<file path="src/rtl/tmds_decoder.sv">
// TMDS channel decoder: bit-slip word alignment from control-token runs, then 10b->8b decode.
// Optional `TMDS_DEC_SLIP_STATS_EN adds slip_count and lock_lost status outputs.
module tmds_decoder #(
   parameter int LOCK_COUNT = 8,
   parameter int SEARCH_LEN = 4096
) (
   input  logic       pixclk,
   input  logic       reset,
   input  logic [9:0] raw_in,
   input  logic       resync,
   output logic [7:0] data,
   output logic [1:0] ctrl,
   output logic       DE,
   output logic       locked,
   output logic [3:0] offset
`ifdef TMDS_DEC_SLIP_STATS_EN
   ,
   output logic [15:0] slip_count,
   output logic        lock_lost
`endif
);

   localparam logic [7:0]  LOCK_MAX    = 8'(LOCK_COUNT);
   localparam logic [15:0] SEARCH_LAST = 16'(SEARCH_LEN - 1);

   typedef enum logic {SEARCH, LOCKED} state_t;

   // {is_token, ctrl value}; data words return 3'b000
   function automatic logic [2:0] classify(input logic [9:0] w);
      logic [2:0] c;
      case (w)
         10'b1101010100: c = 3'b100;
         10'b0010101011: c = 3'b101;
         10'b0101010100: c = 3'b110;
         10'b1010101011: c = 3'b111;
         default:        c = 3'b000;
      endcase
      return c;
   endfunction

   function automatic logic [7:0] decode_word(input logic [9:0] q);
      logic [7:0] d;
      logic [7:0] r;
      d    = q[9] ? ~q[7:0] : q[7:0];
      r[0] = d[0];
      for (int i = 1; i < 8; i++)
         r[i] = q[8] ? (d[i] ^ d[i-1]) : ~(d[i] ^ d[i-1]);
      return r;
   endfunction

   function automatic logic [3:0] next_offset(input logic [3:0] o);
      return (o == 4'd9) ? 4'd0 : o + 4'd1;
   endfunction

   logic [9:0]  raw_prev;
   logic [19:0] cat;
   logic [9:0]  word_p0;
   logic [2:0]  class_p0;
   logic [9:0]  word_p1;
   logic [2:0]  class_p1;
   logic [7:0]  token_run;
   logic [15:0] search_cnt;
   state_t      state;

   // Stage 0: bit-slip select and token classification
   assign cat      = {raw_in, raw_prev};
   assign word_p0  = cat[{1'b0, offset} +: 10];
   assign class_p0 = classify(word_p0);

   always_ff @(posedge pixclk or posedge reset) begin
      if (reset) begin
         raw_prev <= '0;
         word_p1  <= '0;
         class_p1 <= '0;
         data     <= '0;
         ctrl     <= '0;
         DE       <= 1'b0;
      end else begin
         raw_prev <= raw_in;
         // Stage 1: aligned word and its classification
         word_p1  <= word_p0;
         class_p1 <= class_p0;
         // Stage 2: output registers, gated by lock status
         if (!locked) begin
            data <= '0;
            ctrl <= '0;
            DE   <= 1'b0;
         end else if (class_p1[2]) begin
            data <= '0;
            ctrl <= class_p1[1:0];
            DE   <= 1'b0;
         end else begin
            data <= decode_word(word_p1);
            DE   <= 1'b1;
         end
      end
   end

   always_ff @(posedge pixclk or posedge reset) begin
      if (reset) begin
         state      <= SEARCH;
         locked     <= 1'b0;
         offset     <= '0;
         token_run  <= '0;
         search_cnt <= '0;
`ifdef TMDS_DEC_SLIP_STATS_EN
         slip_count <= '0;
         lock_lost  <= 1'b0;
`endif
      end else begin
`ifdef TMDS_DEC_SLIP_STATS_EN
         lock_lost <= 1'b0;
`endif
         if (resync) begin
            state      <= SEARCH;
            locked     <= 1'b0;
            token_run  <= '0;
            search_cnt <= '0;
         end else begin
            token_run  <= class_p0[2] ? ((token_run == LOCK_MAX) ? LOCK_MAX : token_run + 8'd1) : 8'd0;
            search_cnt <= search_cnt + 16'd1;
            if (state == SEARCH) begin
               if (token_run == LOCK_MAX) begin
                  state      <= LOCKED;
                  locked     <= 1'b1;
                  search_cnt <= '0;
               end else if (search_cnt == SEARCH_LAST) begin
                  offset     <= next_offset(offset);
                  token_run  <= '0;
                  search_cnt <= '0;
`ifdef TMDS_DEC_SLIP_STATS_EN
                  if (slip_count != 16'hFFFF) slip_count <= slip_count + 16'd1;
`endif
               end
            end else begin
               // Every full blanking run re-qualifies the lock
               if (token_run == LOCK_MAX) begin
                  search_cnt <= '0;
               end else if (search_cnt == SEARCH_LAST) begin
                  state      <= SEARCH;
                  locked     <= 1'b0;
                  offset     <= next_offset(offset);
                  token_run  <= '0;
                  search_cnt <= '0;
`ifdef TMDS_DEC_SLIP_STATS_EN
                  lock_lost  <= 1'b1;
                  if (slip_count != 16'hFFFF) slip_count <= slip_count + 16'd1;
`endif
               end
            end
         end
      end
   end

endmodule

</file>
<file path="config.mk">
export PLATFORM = sky130hd
export DESIGN_NAME = tmds_decoder
export DESIGN_NICKNAME = d
export VERILOG_FILES = /design/src/rtl/tmds_decoder.sv
export SDC_FILE = /design/constraint.sdc
export NUM_CORES = 1
export LEC_CHECK = 0
export ABC_AREA = 1
export BUFFER_PORTS_ARGS = -buffer_cell sky130_fd_sc_hd__buf_2
export CAP_MARGIN = 10
export CELL_PAD_IN_SITES_DETAIL_PLACEMENT = 0
export CELL_PAD_IN_SITES_GLOBAL_PLACEMENT = 1
export CORE_MARGIN = 3
export CORE_UTILIZATION = 45
export CTS_CLUSTER_DIAMETER = 80
export DETAILED_ROUTE_END_ITERATION = 8
export HOLD_SLACK_MARGIN = 0.15
export PLACE_DENSITY_LB_ADDON = 0.1
export SYNTH_ARGS = -nofsm -noshare
export SYNTH_HDL_FRONTEND = slang
export SYNTH_SLANG_ARGS = --single-unit
</file>
<file path="constraint.sdc">
create_clock -name pixclk -period 2.81 [get_ports pixclk]
set_clock_uncertainty 0.2 [all_clocks]
set_input_delay 0.1405 -clock pixclk [delete_from_list [all_inputs] [get_ports pixclk]]
set_output_delay 0.1405 -clock pixclk [all_outputs]
set_load 0.005 [all_outputs]
</file>
Word level (Yosys, flattened, before mapping) --
Cells that the tools add are included.
Storage, ports and cells: register bits 64, input port bits 13, output and inout bits 16, word-level logic and storage cells 79
Cells by class: add/sub/neg operators 3, equal/unequal tests 9, shift operators 1, muxes and demuxes 34, bitwise operators 17, reduce and logical (&&, ||, !) cells 4
Operators with widths (count):
- $mux W8 | 8
- $mux W16 | 3
- $eq A10 B10 Y1 const B | 2
- $shiftx A20 B5 Y10 | 1
- $mux W1 | 19
- $add A16 B1 Y16 const B | 1
- $eq A16 B12 Y1 const B | 1
- $pmux W3 S4 | 1
- $eq A10 B8 Y1 const B | 1
- $eq A10 B9 Y1 const B | 1
- $not A1 Y1 | 9
- $add A8 B1 Y8 const B | 1
- $eq A8 B4 Y1 const B | 1
- $not A8 Y8 | 1
- $xor A1 B1 Y1 | 7
- $reduce_and A3 Y1 | 2
- $reduce_bool A3 Y1 | 2
- $add A4 B1 Y4 const B | 1
- $eq A4 B4 Y1 const B | 1
- $mux W2 | 2
- $mux W4 | 1
- $ne A3 B3 Y1 const B | 1
- $ne A2 B1 Y1 const B | 1

Depth between registers and ports, before layout --
Gate-level depths: netlist of the first run.
depth after elaboration 7, mapped depth 15

Least setup slack after synthesis of the first run --
Ideal clock, no wire load.
path kind reg-to-reg, start point register search_cnt[0], end point register offset[2], arrival time 1628 ps, required time 2486 ps, path slack 858 ps, stages on the path, launching flop included 12, path buffers 0, clock period less this slack 1952 ps, cell sequence dfrtp_1 > ha_1 > nand3_1 > nor2_1 > nand2_1 > nor2_2 > nand3_2 > nor2_2 > nand2_1 > nor2_2 > nand3_1 > xor2_1
Between the ends: longest elaborated chain between the ends 2
RTL lines:
- start: declaration | RTL line 62 | logic [15:0] search_cnt;
- start signal: assignment | RTL line 121 | search_cnt <= search_cnt + 16'd1;
- $eq A16 B12 Y1 | RTL line 127, 139
- $reduce_and A3 Y1 (no source line)
- end signal: assignment | RTL line 128 | offset <= next_offset(offset);
- end signal: assignment | RTL line 142 | offset <= next_offset(offset);
- end: declaration | RTL line 15 | output logic [3:0] offset
Every way passes these cells. A chain may end at the register's enable or synchronous reset.

Worst setup path after layout of the first run --
start point register search_cnt[0], end point register token_run[7]
Between the ends: longest elaborated chain between the ends 4
RTL lines:
- $eq A16 B12 Y1 | RTL line 127, 139
- $mux W8 | RTL line 127, 139
- $mux W8 | RTL line 123, 137
- $mux W8 | RTL line 114 | if (resync) begin
- end signal: assignment | RTL line 120 | token_run <= class_p0[2] ? ((token_run == LOCK_MAX) ? LOCK_MAX : token_run + 8'd1) : 8'd0;
- end: declaration | RTL line 61 | logic [7:0] token_run;
Every way passes these cells.

==> results of run 1 <==
## cells in the mapped netlist, drive strengths merged
cell | instances | area [um2]
o21a | 1 | 7.51
buf | 13 | 126
a31o | 1 | 8.76
xor2 | 13 | 114
nor3 | 5 | 25.0
or2 | 2 | 12.5
clkbuf | 2 | 11.3
nand3b | 4 | 30.0
inv | 45 | 174
a21boi | 1 | 7.51
ha | 3 | 37.5
nor2 | 44 | 199
clkinv | 1 | 5.00
nand3 | 90 | 493
nand4 | 3 | 18.8
xnor2 | 4 | 35.0
nand2 | 116 | 483
a31oi | 1 | 6.26
dfrtp | 64 | 1600
o21ai | 13 | 68.8
a21oi | 23 | 145
## final timing paths
check | slack [ns] | endpoint
worst max-delay path | 0.44 | token_run[7]$_DFF_PP0_
min in group pixclk | 0.26 | raw_prev[6]$_DFF_PP0_
worst min register to register | 0.27 | ctrl[1]$_DFFE_PP0N_
max in group asynchronous | 1.50 | search_cnt[10]$_DFF_PP0_
worst min-delay path | 0.21 | token_run[5]$_DFF_PP0_
worst max register to register | 0.44 | token_run[7]$_DFF_PP0_
## cell usage in the layout, fill, tap and decap left out, types with 12 or more instances in the layout
master,instances
a21oi_1,15
nor2_1,35
dlygate4sd3_1,12
inv_1,40
nand2_2,19
xor2_1,13
dfrtp_1,64
buf_2,28
nand3_1,83
nand2_1,97
## power by group through the flow
stage | logic, uW | clock network (uW) | registers (uW)
final | 206 | 890 | 965
after global routing | 236 | 949 | 967
after CTS | 207 | 911 | 965
after detailed placement | 194 | 0 | 983
after global placement | 191 | 0 | 982
after floorplan | 154 | 0 | 978
## area by class of cell
class                      instances  area [um2]
fill                             762        3630
multi-input combinational        324        1700
sequential                        64        1600
timing repair buffer              46         305
inverter                          46         179
clock buffer                      11         141
tap                              102         128
clock inverter                     5        80.1
## through the flow
step | area (um2) | TNS (ns) | util [%] | instances
floorplan | 3610 | 0 | - | 449
global placement | 3780 | 0 | 48.7 | 570
detailed placement | 3780 | -0.0267 | 48.7 | 570
CTS | 4130 | 0 | 53.2 | 598
global route | 4130 | 0 | 53.2 | 598
finish | 4130 | 0 | 53.2 | 598
## cell families (layout without fill, tap and decap cells)
family / after synthesis / count (layout) / share of synthesized area, %
flip-flops: 64 / 64 / 44.4
adder cells (fa/ha/maj): 3 / 3 / 1.04
buffers and inverters: 61 / 108 / 8.77
AND/OR/NAND/NOR: 264 / 264 / 34.9
XOR/XNOR: 17 / 17 / 4.12
AO/OA/AOI/OAI: 40 / 40 / 6.76
## repair_timing
action                                  CTS  global route
resized for setup                         1             1
endpoints found under the hold margin    46             0
hold buffers                             12             0
endpoints found under the setup margin    1             1
cloned                                    0             0
## critical path, delay by kind of cell, from the launching register on
| kind | cells | cell delay, ns |
|---|---|---|
| DFF | 1 | 0.39 |
| adders and majority gates | 1 | 0.19 |
| and+or+nand+nor | 6 | 0.79 |
| AOI/OAI and AO/OA | 3 | 0.23 |
| buffers and inverters | 2 | 0.43 |
## layer usage
metal	part of all wire (%)	vias up
met4	0.99	0
met3	4.6	7
met5	0	-
met2	45	70
li1	-	1537
met1	49	1396
## registers in the layout, indices dropped and copies added (netlist names)
name,count
offset,4
raw_prev,10
data,8
token_run,8
locked,1
ctrl,2
search_cnt,16
state,1
DE,1
word_p1,10
class_p1,3
==> reports/metrics.cfg, run 1 <==
[run_status]
status=complete, no violations

[die]
start_util_pct=46.5
dieArea_um2=9130
die_h_um=95.6
io_pins=29
die_width_um=95.6
coreArea_um2=7770
rows=32

[clock_tree]
cts_setup_buffers=0
cts_buffers=9
tritoncts=yes
path_clk_slew_ns=0.08
clockBufferDepth=2
cts-root-buf=clkbuf_8
htreeDepth=3
cts.sinks=64
clk_latency_ns=0.34

[placement]
portBuffers=28
dp_hpwl_mm=5.74
place.gp.congestion=0.856
place_worst_setup_slack_ns=-0.0267

[pwr]
power_frac_comb_pct=10.0
seqPwrFrac_pct=46.8
power_density_nw_per_um2=498
power_uw=2060
switching_share_pct=25.1
vdd_drop_max_mv=0.258
p_leak_uw=0.00203
intPower_uw=1540
p_switching_uw=518
clockPowerShare_pct=43.2

[global_route]
groute.layer.met2.usage_pct=28.7
grt_pass1_vias=2789
antenna_found_initial=0
grt_usage_pct=19.0
grt_overflow=0
grt_pass1_wl_mm=13.5
use_met1_pct=27.7
met3_usage_pct=3.55
grt_busiest_layer=met2
grt_max_degree=29

[yosys]
synth_fp_nets=465
syn_area_um2=3610
ys_warn_count=0
ys_seq_area_share_pct=44.4
synthCells=449
avgSynthCellArea_um2=8.04
ys_types=35
ys_seq_elements=64

[timing]
slew_viol_final=0
min_period_ns=2.37
setup_violations=0
slew-limit-headroom_pct=61.2
hold_violations=0
hold_ws_ns=0.205
worst_pin_slew_ns=0.581
max_freq_mhz=423
fin_crit_sh_pct=84.2
setup_ws_ns=0.443
rsz0062_at_grt=false

[layout]
syn_to_final_growth_pct=14.5
fin_nets=507
drive_gt1_share_pct=20.6
insertedDiodeCount=0

[routing]
vias=3010
drcViolationCount=0
drt_wl_total_mm=7.89
wire_per_inst_um=13.2
drtAntennaViolNets=0
first_iter_violations=156
via_per_inst=5.03
drt_first_pass_iters=4

[worst_hold_path]
hold_path.class=in2async

[critical_path]
cp-end-kind=flip-flop
crit_slowest_cell=dfrtp_1
startpoint=search_cnt[0]$_DFF_PP0_
rr_startpoint=search_cnt[0]$_DFF_PP0_
cp-start-kind=flip-flop
cp_cell_sequence=ha_1 > nand3_1 > nor2_1 > nand2_1 > nor2_2 > nand3_1 > inv_1 > nor2_4 > inv_1 > a21oi_1 > o21ai_0 > a21oi_2
max_stage_delay_ns=0.39
reg2regPathDepth=12
setup.worst_path.class=reg2reg
arrival_ns=2.38
crit_fanout=12
crit_required_ns=2.83

[job]
maxCapViolations=0

Power figures use the tool's default switching activity.
==> run 2: changes to the inputs <==
==> constraint.sdc (replaced) <==
create_clock -name pixclk -period 2.25 [get_ports pixclk]
set_clock_uncertainty 0.2 [all_clocks]
set_input_delay 0.1125 -clock pixclk [delete_from_list [all_inputs] [get_ports pixclk]]
set_output_delay 0.1125 -clock pixclk [all_outputs]
set_load 0.005 [all_outputs]
==> reports/metrics.cfg, run 2 (synthesized netlist as in run 1, its figures left out) <==
[run_status]
status=complete, no violations  ; unchanged

[routing]
drtAntennaViolNets=0  ; unchanged
via_per_inst=4.94  ; was 5.03
drt_first_pass_iters=4  ; unchanged
wire_per_inst_um=13.2  ; about the same
first_iter_violations=128  ; was 156
vias=2991  ; was 3010
drt_wl_total_mm=7.97  ; was 7.89 mm
drcViolationCount=0  ; unchanged

[critical_path]
cp-start-kind=flip-flop  ; unchanged
path_delay_family=simple AND/OR/NAND/NOR gates  ; unchanged
cp.depth=11  ; was 12
max_stage_delay_ns=0.43  ; was 0.39 ns
crit_required_ns=2.26  ; was 2.83 ns
crit_fanout=5  ; was 12
cp-end-kind=flip-flop  ; unchanged
reg2regPathDepth=11  ; was 12
cp_cell_sequence=ha_4 > nand3_2 > nor2_4 > nand2_1 > nor2_4 > nand3_4 > nor2_2 > nand2_1 > nor2_2 > nand3_2 > xor2_1  ; was ha_1 > nand3_1 > nor2_1 > nand2_1 > nor2_2 > nand3_1 > inv_1 > nor2_4 > inv_1 > a21oi_1 > o21ai_0 > a21oi_2
worst-path-buf-inv=0  ; was 2
setup.worst_path.class=reg2reg  ; unchanged
arrival_ns=2.12  ; was 2.38 ns
crit_slowest_cell=dfrtp_1  ; unchanged

[layout]
fin_nets=516  ; was 507
top_regs=search_cnt (16), raw_prev (10), word_p1 (10)  ; unchanged
drive_gt1_share_pct=23.4  ; was 20.6%
largest_register_ffs=16  ; unchanged
fin_util_pct=54.9  ; was 53.2%
fillers=756  ; was 762
insertedDiodeCount=0  ; unchanged
final_common_cell=nand2_1  ; unchanged
stdcell_area_um2=4260  ; was 4130 um2
syn_to_final_growth_pct=18.1  ; was 14.5%
regMostFlops=search_cnt  ; unchanged
layout_common_cells=97 x nand2_1, 81 x nand3_1, 63 x dfrtp_1  ; was 97 x nand2_1, 83 x nand3_1, 64 x dfrtp_1

[pwr]
power_density_nw_per_um2=572  ; was 498 nW/um2
p_leak_uw=0.00207  ; was 0.00203 uW
power_uw=2440  ; was 2060 uW
vdd_drop_max_mv=0.216  ; was 0.258 mV

[clock_tree]
cts-root-buf=clkbuf_8  ; unchanged
clockBufferDepth=2  ; unchanged
cts_buffers=9  ; unchanged
tritoncts=yes  ; unchanged
path_clk_slew_ns=0.07  ; was 0.08 ns
cts.sinks=64  ; unchanged
clk_latency_ns=0.34  ; about the same
htreeDepth=3  ; unchanged

[timing]
fin_crit_sh_pct=93.8  ; was 84.2%
min_period_ns=2.11  ; was 2.37 ns
hold_ws_ns=0.208  ; was 0.205 ns
slew_viol_final=0  ; unchanged
hold_violations=0  ; unchanged
setup_ws_ns=0.140  ; was 0.443 ns
setup_violations=0  ; unchanged
slew-limit-headroom_pct=73.6  ; was 61.2%
worst_pin_slew_ns=0.396  ; was 0.581 ns
max_freq_mhz=474  ; was 423 MHz

[global_route]
grt_overflow=0  ; unchanged
grt_pass1_vias=2666  ; was 2789
grt_max_degree=65  ; was 29
grt_pass1_wl_mm=13.4  ; was 13.5 mm
grt_usage_pct=19.2  ; was 19.0%
antenna_found_initial=0  ; unchanged

[die]
rows=32  ; unchanged
io_pins=29  ; unchanged
die_width_um=95.6  ; unchanged
coreArea_um2=7770  ; unchanged
start_util_pct=46.5  ; unchanged
die_h_um=95.6  ; unchanged
dieArea_um2=9130  ; unchanged

[worst_hold_path]
hold_path.class=in2async  ; unchanged

[placement]
place_worst_setup_slack_ns=0.0280  ; was -0.0267 ns
placed_cell_area_um2=3850  ; was 3780 um2
place.gp.congestion=0.892  ; was 0.856
dp_hpwl_mm=5.78  ; was 5.74 mm
portBuffers=28  ; unchanged

[job]
maxCapViolations=0  ; unchanged

## run 2: cell types whose count changed in the layout (fill, tap and decap cells not counted), moves of 2 or more
cell,delta
buf_12,+2
buf_4,+5
clkinv_2,+2
clkinvlp_4,-2
nand3_1,-2
nand3_4,+2
nor2_1,-3
nor2_4,+3
## run 2: path summary, 6_finish.rpt
kind                                           from                  endpoint  slack, ns
max                         search_cnt[0]$_DFF_PP0_     offset[2]$_DFFE_PP0P_       0.14
min                                           reset    token_run[4]$_DFF_PP0_       0.21
max in group asynchronous                     reset     offset[0]$_DFFE_PP0P_       1.36
min in group pixclk                       raw_in[7]     raw_prev[7]$_DFF_PP0_       0.24
max reg2reg                 search_cnt[0]$_DFF_PP0_     offset[2]$_DFFE_PP0P_       0.14
min reg2reg                search_cnt[15]$_DFF_PP0_  search_cnt[15]$_DFF_PP0_       0.26
## run 2: worst register-to-register path, cell delays in order, from the launching register on
cell and delay [ns]:
dfrtp_1 0.43, ha_4 0.17, nand3_2 0.12, nor2_4 0.15, nand2_1 0.09, nor2_4 0.18, nand3_4 0.11, nor2_2 0.12
nand2_1 0.07, nor2_2 0.12, nand3_2 0.09, xor2_1 0.15
## run 2: layout make-up
class                   count  area (um2)  share of cell area (%)
multi-input cells         325        1770                    41.6
clock inverters             4        45.0                    1.06
inverters                  46         179                    4.20
flip-flops and latches     64        1600                    37.6
well taps                 102         128                    2.99
clock buffers              11         141                    3.32
repair buffers             54         394                    9.25
## run 2: stage by stage
stage          instances  setup TNS (ns)
5_1_grt              606         -0.0143
3_3_place_gp         576               0
3_5_place_dp         576               0
6_report             606               0
2_1_floorplan        449               0
4_1_cts              603               0
## run 2: layer usage
layer | GRT usage (%) | vias to the layer above | routed length, um
met1 | 29.3 | 1383 | 3980
met2 | 26.8 | 54 | 3670
li1 | - | 1552 | -
met4 | 5.69 | 0 | 35
met5 | 0 | - | 0
met3 | 4.58 | 2 | 289
## run 2: report_power, final
| group | internal [uW] | switching (uW) |
|---|---|---|
| clock | 531 | 424 |
| combinational | 106 | 171 |
| sequential | 1180 | 26.7 |
## run 2: repair_timing
item | in CTS | in global routing
resized for setup | 1 | 16
hold buffers | 12 | 0
gates cloned | 0 | 1
endpoints found under the setup margin | 1 | 27
buffers inserted | 0 | 2
endpoints found under the hold margin | 92 | 0
pin swaps | 0 | 4
==> run 3: changes to the inputs <==
--- a/config.mk
+++ b/config.mk
@@ -6,14 +6,14 @@
 export NUM_CORES = 1
 export LEC_CHECK = 0
 export ABC_AREA = 1
-export BUFFER_PORTS_ARGS = -buffer_cell sky130_fd_sc_hd__buf_2
 export CAP_MARGIN = 10
 export CELL_PAD_IN_SITES_DETAIL_PLACEMENT = 0
 export CELL_PAD_IN_SITES_GLOBAL_PLACEMENT = 1
 export CORE_MARGIN = 3
-export CORE_UTILIZATION = 45
+export CORE_UTILIZATION = 48
 export CTS_CLUSTER_DIAMETER = 80
 export DETAILED_ROUTE_END_ITERATION = 8
+export DONT_BUFFER_PORTS = 1
 export HOLD_SLACK_MARGIN = 0.15
 export PLACE_DENSITY_LB_ADDON = 0.1
 export SYNTH_ARGS = -nofsm -noshare
==> reports/metrics.cfg, run 3 (synthesized netlist as in run 1, its figures left out) <==
[run_status]
status=complete, no violations  ; unchanged

[pwr]
power_frac_comb_pct=11.6  ; was 11.3%
switching_share_pct=27.5  ; was 25.5%
seqPwrFrac_pct=51.3  ; was 49.5%
clockPowerShare_pct=37.1  ; was 39.1%
power_density_nw_per_um2=570  ; was 572 nW/um2
intPower_uw=1700  ; was 1820 uW
vdd_drop_max_mv=0.330  ; was 0.216 mV
p_leak_uw=0.00195  ; was 0.00207 uW
p_switching_uw=646  ; was 622 uW

[clock_tree]
cts-root-buf=clkbuf_8  ; unchanged
clockBufferDepth=2  ; unchanged
tritoncts=yes  ; unchanged
htreeDepth=3  ; unchanged
cts_buffers=9  ; unchanged
clk_latency_ns=0.34  ; about the same
cts.sinks=64  ; unchanged
path_clk_slew_ns=0.08  ; was 0.07 ns

[layout]
top_regs=search_cnt (16), raw_prev (10), word_p1 (10)  ; unchanged
insertedDiodeCount=0  ; unchanged
largest_register_ffs=16  ; unchanged
fillers=697  ; was 756
fin_nets=490  ; was 516
syn_to_final_growth_pct=14.2  ; was 18.1%
layout_common_cells=96 x nand2_1, 82 x nand3_1, 63 x dfrtp_1  ; was 97 x nand2_1, 81 x nand3_1, 63 x dfrtp_1
stdcell_area_um2=4120  ; was 4260 um2
regMostFlops=search_cnt  ; unchanged
final_common_cell=nand2_1  ; unchanged
drive_gt1_share_pct=19.0  ; was 23.4%

[critical_path]
cp_cell_sequence=ha_2 > nand3_1 > nor2_1 > nand2_1 > nor2_4 > nand3_4 > nor2_4 > nand2_1 > nor2_2 > nand3_2 > xor2_1  ; was ha_4 > nand3_2 > nor2_4 > nand2_1 > nor2_4 > nand3_4 > nor2_2 > nand2_1 > nor2_2 > nand3_2 > xor2_1
startpoint=search_cnt[0]$_DFF_PP0_  ; unchanged
arrival_ns=2.13  ; was 2.12 ns
setup.worst_path.class=reg2reg  ; unchanged
max_stage_delay_ns=0.40  ; was 0.43 ns
crit_required_ns=2.26  ; about the same
rr_startpoint=search_cnt[0]$_DFF_PP0_  ; unchanged
cp-start-kind=flip-flop  ; unchanged
crit_slowest_cell=dfrtp_1  ; unchanged
cp-end-kind=flip-flop  ; unchanged
crit_fanout=5  ; unchanged

[timing]
hold_ws_ns=0.181  ; was 0.208 ns
rsz0062_at_grt=true
min_period_ns=2.11  ; about the same
fin_crit_sh_pct=93.9  ; was 93.8%
hold_violations=0  ; unchanged
max_freq_mhz=473  ; was 474 MHz
slew-limit-headroom_pct=71.3  ; was 73.6%
setup_violations=0  ; unchanged
worst_pin_slew_ns=0.430  ; was 0.396 ns
slew_viol_final=0  ; unchanged

[routing]
drt_first_pass_iters=4  ; unchanged
drt_wl_total_mm=7.99  ; was 7.97 mm
first_iter_violations=155  ; was 128
wire_per_inst_um=13.9  ; was 13.2 um
drcViolationCount=0  ; unchanged
drtAntennaViolNets=0  ; unchanged
via_per_inst=5.15  ; was 4.94
vias=2963  ; was 2991

[die]
rows=30  ; was 32
coreArea_um2=7060  ; was 7770 um2
die_width_um=92.7  ; was 95.6 um
die_h_um=92.7  ; was 95.6 um
io_pins=29  ; unchanged
dieArea_um2=8600  ; was 9130 um2
start_util_pct=51.2  ; was 46.5%

[worst_hold_path]
hp-start=raw_in[6]
hold_path.class=in2reg  ; was in2async

[placement]
portBuffers=0  ; was 28
dp_hpwl_mm=5.78  ; about the same
place.gp.congestion=0.898  ; was 0.892
placed_cell_area_um2=3720  ; was 3850 um2

[global_route]
grt_max_degree=40  ; was 65
antenna_found_initial=0  ; unchanged
grt_pass1_wl_mm=13.3  ; was 13.4 mm
grt_usage_pct=19.6  ; was 19.2%
grt_pass1_vias=2778  ; was 2666
grt_overflow=0  ; unchanged

[job]
maxCapViolations=0  ; unchanged

==> run 3: changes by cell type in the layout (fill, tap and decap cells not counted), sizes merged <==
cell / delta
dlygate4sd3: +1
bufinv: -1
clkinvlp: +2
buf: -27
clkbuf: -1
clkinv: +1
==> run 3: final cells by class <==
| type | count | area [um2] | area share (%) |
|---|---|---|---|
| timing repair buffer | 28 | 293 | 7.10 |
| clock inverter | 6 | 35.0 | 0.850 |
| inverter | 46 | 179 | 4.34 |
| clock buffer | 10 | 138 | 3.34 |
| multi-input combinational | 325 | 1750 | 42.6 |
| sequential | 64 | 1600 | 38.9 |
| tap | 96 | 120 | 2.91 |
==> run 3: through the flow <==
step | utilization (%) | setup TNS (ns) | worst slack (ns) | power, uW | instances
final | 58.4 | 0 | 0.137 | 2350 | 575
after global routing | 58.4 | -0.0726 | -0.0414 | 2470 | 575
after CTS | 57.3 | 0 | 0.00986 | 2370 | 572
after detailed placement | 52.7 | 0 | 0.0347 | 1460 | 542
after global placement | 52.7 | 0 | 0.0405 | 1460 | 542
after floorplan | - | 0 | 0.298 | 1410 | 449
==> run 3: path summary, 6_finish.rpt <==
kind	endpoint	slack, ns	depth (start not counted)
max	offset[2]$_DFFE_PP0P_	0.14	11
min	raw_prev[6]$_DFF_PP0_	0.18	1
max reg2reg	offset[2]$_DFFE_PP0P_	0.14	11
min reg2reg	search_cnt[15]$_DFF_PP0_	0.27	1
max in group asynchronous	offset[0]$_DFFE_PP0P_	0.94	4
min in group asynchronous	raw_prev[8]$_DFF_PP0_	0.65	4
==> run 3: repair_timing <==
item,CTS,global route
setup endpoints to repair,0,26
resized for setup,0,13
setup buffers,0,2
hold endpoints to repair,97,0
hold buffers,14,0
==> run 3: worst max-delay path, delay by kind of cell, from the launching register on <==
| kind | cells | cell delay, ns |
|---|---|---|
| adders and majority gates | 1 | 0.20 |
| xor gates and xnor gates | 1 | 0.16 |
| and+or+nand+nor | 9 | 1.03 |
| DFF | 1 | 0.40 |
==> run 3: per-layer routing <==
| metal | wire length (um) | vias up | share of wire (%) | GRT usage [%] |
|---|---|---|---|---|
| li1 | - | 1513 | - | - |
| met1 | 3680 | 1359 | 46 | 28.8 |
| met2 | 3720 | 84 | 47 | 29.8 |
| met3 | 491 | 7 | 6.1 | 3.74 |
| met4 | 85 | 0 | 1.1 | 5.13 |
| met5 | 0 | - | 0 | 0 |
==> run 3: power groups by stage <==
stage | clock, uW | combinational, uW | sequential, uW
5_1_grt | 954 | 307 | 1210
6_report | 871 | 271 | 1210
3_5_place_dp | 0 | 236 | 1230
4_1_cts | 897 | 266 | 1210
2_1_floorplan | 0 | 192 | 1220
3_3_place_gp | 0 | 233 | 1230
